$ cat config.mk
export PLATFORM = sky130hd
export DESIGN_NAME = imem_loader
export DESIGN_NICKNAME = d
export VERILOG_FILES = /design/src/rtl/imem_loader.sv
export SDC_FILE = /design/constraint.sdc
export NUM_CORES = 1
export LEC_CHECK = 0
export BUFFER_PORTS_ARGS = -buffer_cell sky130_fd_sc_hd__buf_2
export CAP_MARGIN = 20
export CORE_UTILIZATION = 42
export DETAILED_ROUTE_END_ITERATION = 10
export SETUP_SLACK_MARGIN = 0.2
export SYNTH_ARGS = -nofsm -noshare
export SYNTH_HDL_FRONTEND = slang
export SYNTH_SLANG_ARGS = --single-unit
$ cat constraint.sdc
create_clock -name clk_i -period 4.2 [get_ports clk_i]
set_clock_uncertainty 0.1 [all_clocks]
set_input_delay 0.63 -clock clk_i [delete_from_list [all_inputs] [get_ports clk_i]]
set_output_delay 0.63 -clock clk_i [all_outputs]
set_load 0.02 [all_outputs]
$ cat src/rtl/imem_loader.sv
`default_nettype none
// ============================================================================
// imem_loader : framed byte-stream loader for the instruction memory; holds the
//               core in reset until a complete image has been written.
// Option      : define IMEM_LOADER_CHECKSUM_EN for a trailing checksum byte.
// Revision    : 1.0
// ============================================================================
module imem_loader #(
    parameter int unsigned ADDR_W    = 6,
    parameter logic [7:0]  SYNC_BYTE = 8'hA5
) (
    input  logic              clk_i,
    input  logic              reset_i,
    input  logic [7:0]        rx_data_i,
    input  logic              rx_valid_i,
    output logic              rx_ready_o,
    output logic              wr_en_o,
    output logic [ADDR_W-1:0] wr_addr_o,
    output logic [31:0]       wr_data_o,
    output logic              cpu_reset_o,
    output logic              busy_o,
    output logic              done_o,
    output logic              error_o
);

    localparam int unsigned DEPTH = 1 << ADDR_W;
    localparam int unsigned CNT_W = ADDR_W + 1;

    typedef enum logic [2:0] {
        S_IDLE  = 3'd0,
        S_COUNT = 3'd1,
        S_BYTES = 3'd2,
        S_WRITE = 3'd3,
        S_DONE  = 3'd5,
        S_ERROR = 3'd6
`ifdef IMEM_LOADER_CHECKSUM_EN
        , S_CSUM = 3'd4
`endif
    } state_t;

    state_t              state_q;
    logic                rx_ready_q;
    logic                wr_en_q;
    logic [ADDR_W-1:0]   wr_addr_q;
    logic [31:0]         wr_data_q;
    logic                cpu_reset_q;
    logic                busy_q;
    logic                done_q;
    logic                error_q;
    logic [CNT_W-1:0]    count_q;
    logic [CNT_W-1:0]    idx_q;
    logic [1:0]          byte_q;
    logic [31:0]         word_q;
`ifdef IMEM_LOADER_CHECKSUM_EN
    logic [7:0]          csum_q;
`endif

    logic                rx_fire;
    logic                count_ok;
    logic [CNT_W-1:0]    nwords_d;
    logic [31:0]         word_d;

    assign rx_fire  = rx_valid_i && rx_ready_q;
    assign count_ok = (32'(rx_data_i) <= DEPTH);
    assign nwords_d = (rx_data_i == 8'd0) ? CNT_W'(DEPTH) : CNT_W'(rx_data_i);
    // Bytes arrive MSB first, so shifting left lands byte k at [31-8k -: 8].
    assign word_d   = {word_q[23:0], rx_data_i};

    always_ff @(posedge clk_i or posedge reset_i) begin
        if (reset_i) begin
            state_q     <= S_IDLE;
            rx_ready_q  <= 1'b1;
            wr_en_q     <= 1'b0;
            wr_addr_q   <= '0;
            wr_data_q   <= '0;
            cpu_reset_q <= 1'b1;
            busy_q      <= 1'b0;
            done_q      <= 1'b0;
            error_q     <= 1'b0;
            count_q     <= '0;
            idx_q       <= '0;
            byte_q      <= 2'd0;
            word_q      <= '0;
`ifdef IMEM_LOADER_CHECKSUM_EN
            csum_q      <= 8'd0;
`endif
        end else begin
            case (state_q)
                S_IDLE, S_DONE, S_ERROR: begin
                    if (rx_fire && rx_data_i == SYNC_BYTE) begin
                        state_q     <= S_COUNT;
                        done_q      <= 1'b0;
                        error_q     <= 1'b0;
                        busy_q      <= 1'b1;
                        cpu_reset_q <= 1'b1;
                        idx_q       <= '0;
                        byte_q      <= 2'd0;
`ifdef IMEM_LOADER_CHECKSUM_EN
                        csum_q      <= 8'd0;
`endif
                    end
                end
                S_COUNT: begin
                    if (rx_fire) begin
                        if (count_ok) begin
                            count_q <= nwords_d;
                            state_q <= S_BYTES;
                        end else begin
                            state_q <= S_ERROR;
                            error_q <= 1'b1;
                            busy_q  <= 1'b0;
                        end
                    end
                end
                S_BYTES: begin
                    if (rx_fire) begin
                        word_q <= word_d;
                        byte_q <= byte_q + 2'd1;
`ifdef IMEM_LOADER_CHECKSUM_EN
                        csum_q <= csum_q + rx_data_i;
`endif
                        if (byte_q == 2'd3) begin
                            state_q    <= S_WRITE;
                            wr_en_q    <= 1'b1;
                            wr_addr_q  <= idx_q[ADDR_W-1:0];
                            wr_data_q  <= word_d;
                            rx_ready_q <= 1'b0;
                        end
                    end
                end
                S_WRITE: begin
                    wr_en_q    <= 1'b0;
                    rx_ready_q <= 1'b1;
                    idx_q      <= idx_q + CNT_W'(1);
                    if (idx_q == count_q - CNT_W'(1)) begin
`ifdef IMEM_LOADER_CHECKSUM_EN
                        state_q     <= S_CSUM;
`else
                        state_q     <= S_DONE;
                        done_q      <= 1'b1;
                        busy_q      <= 1'b0;
                        cpu_reset_q <= 1'b0;
`endif
                    end else begin
                        state_q <= S_BYTES;
                    end
                end
`ifdef IMEM_LOADER_CHECKSUM_EN
                S_CSUM: begin
                    if (rx_fire) begin
                        busy_q <= 1'b0;
                        if (rx_data_i == csum_q) begin
                            state_q     <= S_DONE;
                            done_q      <= 1'b1;
                            cpu_reset_q <= 1'b0;
                        end else begin
                            state_q <= S_ERROR;
                            error_q <= 1'b1;
                        end
                    end
                end
`endif
                default: state_q <= S_IDLE;
            endcase
        end
    end

    assign rx_ready_o  = rx_ready_q;
    assign wr_en_o     = wr_en_q;
    assign wr_addr_o   = wr_addr_q;
    assign wr_data_o   = wr_data_q;
    assign cpu_reset_o = cpu_reset_q;
    assign busy_o      = busy_q;
    assign done_o      = done_q;
    assign error_o     = error_q;

endmodule
`default_nettype wire
==> metrics.yaml <==
run_status: "complete, no violations"
post_route_cells_drive_above_1_share: 0.428
postSynth.asyncResetShare: 1.00
grtUsageTotal: 0.168
io_pins: 55
cts_htree_levels: 3
worstPathCellList: "and3b_1 > and2_1 > nand2_1 > buf_4 > mux2_2"
post-cts-setup-buffer-count: 0
slew_headroom: 0.440
dr_total_vias: 2395
synth_edf_count: 0
die_height_um: 96.9
maxClockFrequency_mhz: 423
final_core_utilization: 0.496
finalNetCount: 358
top_library_cells_by_usage_in_the_layout_fill_and_taps_aside: "dfrtp_1 (85), mux2_2 (67), buf_2 (54), nand2_1 (23), clkbuf_8 (10)"
filler_cell_count: 778
synthFlopType: "dfrtp_1"
average_detailed_routed_wire_length_per_instance_um: 15.8
worst_path_largest_cell_delay_ns: 0.51
place.detailed.instances: 441
dpl-instance-area_um2: 4130
ctsLongestPathBuffers: 2
drt_first_pass_iters: 4
largest_net_degree_at_the_start_of_global_routing: 52
ys_ff_latch: 87
ant_cells: 0
first_global_vias: 2456
minimum_period_implied_by_the_final_worst_setup_slack_ns: 2.36
wl_um: 7200
maxCapViolCount: 0
worst_setup_path_start_kind: "flop"
grt_overflow_total: 0
port_buffers: 54
worst-slew-pin-transition_ns: 0.839
path_delay_family: "simple AND/OR/NAND/NOR gates"
clock_latency_ns: 0.35
fin_crit_sh: 0.563
grt_first_pass_wirelength_um: 12400
finalMaxSlewViolations: 0
remaining_drc_errors: 0
netlist-cell-type-count: 43
die_area_um2: 9390
layout-area-overhead-vs-synth_pct: 14.4
synth_warnings: 0
endpoint_type_of_the_worst_setup_path: "flop"
worstPathMaxFanout: 38
timing.rr.start: "state_q[2]"
setup_violation_total_in_the_final_timing_report: 0
tritoncts: "yes"
timing.reg2reg.setup_slack_ns: 1.84
rsz0062_at_grt: "false"
drt.antenna.violating_nets: 0
clock_sinks: 87
synth_sequential_area_ratio: 0.576
starting_density_of_the_core: 0.434
cts_resized: 0
setup_slack_ns: 1.84
cts_inserted_buffers: 9
critPathRequiredTime_ns: 4.33
cts_hold_buf: 0
hold_viol_final: 0
power_per_cell_area_nw_per_um2: 726
drt-initial-drc-count: 95
synthesis.nets: 305
stdcell_area_um2: 4330
core.rowCount: 34
routed_via_density: 5.25
placeableCoreArea_um2: 8720
grt_antenna_before_repair: 0
final_cells: 456
slowest_library_cell_on_the_worst_path: "dfrtp_1"
pre_cts_slack_ns: 1.51
final.hold.worst_slack_ns: 0.241
worstPathBufferInverterCount: 1
postSynthAreaPerCell_um2: 13.0
fin_tns_setup_ns: 0
final_common_cell: "dfrtp_1"
vdd_drop_max_uv: 302
hold_path.class: "primary input to async pin"
cts.root.buffer_cell: "clkbuf_8"
synth_area_um2: 3780
total_leakage_power_nw: 2.06
die_w_um: 96.9
path_depth: 5
worst-setup-path-type: "flop to flop"
dp.final_hpwl_um: 4930
worstRegToRegCells: 5
finalPower_mw: 3.14
globalplace.congestion: 0.766
clk_transition_reported_paths_ns: 0.09
syn-instance-count: 291
rr_endpoint: "wr_addr_o[1]"
crit_arrival_ns: 2.50
-- final cells by class --
| type | instances | area (um^2) | share of cell area |
|---|---|---|---|
| sequential | 87 | 2180 | 0.504 |
| multi-input combinational | 185 | 1510 | 0.349 |
| timing repair buffer | 56 | 285 | 0.0660 |
| clock buffer | 11 | 141 | 0.0327 |
| tap | 108 | 135 | 0.0312 |
| clock inverter | 4 | 55.1 | 0.0127 |
| inverter | 5 | 20.0 | 0.00463 |
-- registers in the layout (all words and copies together), names as in the netlist --
signal	count
wr_data_o	32
wr_en_o	1
count_q	7
busy_o	1
idx_q	7
byte_q	2
wr_addr_o	6
state_q	3
error_o	1
done_o	1
word_q	24
rx_ready_o	1
cpu_reset_o	1
-- Yosys cell counts, types with 4 or more instances --
| master | count | area, um^2 |
|---|---|---|
| mux2_2 | 67 | 754 |
| mux2i_1 | 4 | 40.0 |
| a21oi_1 | 6 | 30.0 |
| nand3_1 | 5 | 25.0 |
| dfrtp_1 | 85 | 2130 |
| a21o_1 | 4 | 30.0 |
| nor2_1 | 9 | 33.8 |
| inv_1 | 5 | 18.8 |
| xnor2_1 | 7 | 61.3 |
| nor2b_1 | 5 | 31.3 |
| buf_2 | 8 | 40.0 |
| nand2_1 | 23 | 86.3 |
| o21ai_0 | 9 | 45.0 |
| and2_1 | 4 | 25.0 |
| nor3_1 | 7 | 35.0 |
-- where the power goes --
group          internal, mW  leakage [nW]  switching [mW]
registers              1.21          1.06           0.255
logic                 0.524         0.906           0.567
clock network         0.292        0.0960           0.296
-- worst max-delay path by stage --
stage                 startpoint            end  slack [ns]
floorplan                reset_i         busy_o        1.22
CTS                   state_q[2]  wr_data_o[15]        1.83
finish                state_q[2]   wr_addr_o[1]        1.84
global route          state_q[2]   wr_data_o[3]        1.71
detailed placement  rx_data_i[1]       idx_q[3]        1.51
global placement    rx_data_i[1]       idx_q[3]        1.54
-- worst register-to-register path, stage by stage (launching register included) --
cell,delay [ns]
dfrtp_1,0.51
and3b_1,0.27
and2_1,0.35
nand2_1,0.14
buf_4,0.44
mux2_2,0.44
-- cell families after synthesis --
group / Yosys count / share of synthesized area
flops: 87 / 0.576
compound gates: 34 / 0.0599
mux: 71 / 0.210
buf+inv: 19 / 0.0245
fa+ha+maj: 3 / 0.00993
xor+xnor: 9 / 0.0208
simple gates: 68 / 0.0983
-- layer usage --
layer / track usage / part of all wire / up-vias
met5: 0 / 0 / -
met4: 0.0643 / 0.015 / 0
met3: 0.0405 / 0.036 / 8
met2: 0.260 / 0.48 / 46
met1: 0.230 / 0.47 / 1210
li1: - / - / 1131
(Power assumes the default switching activity.)
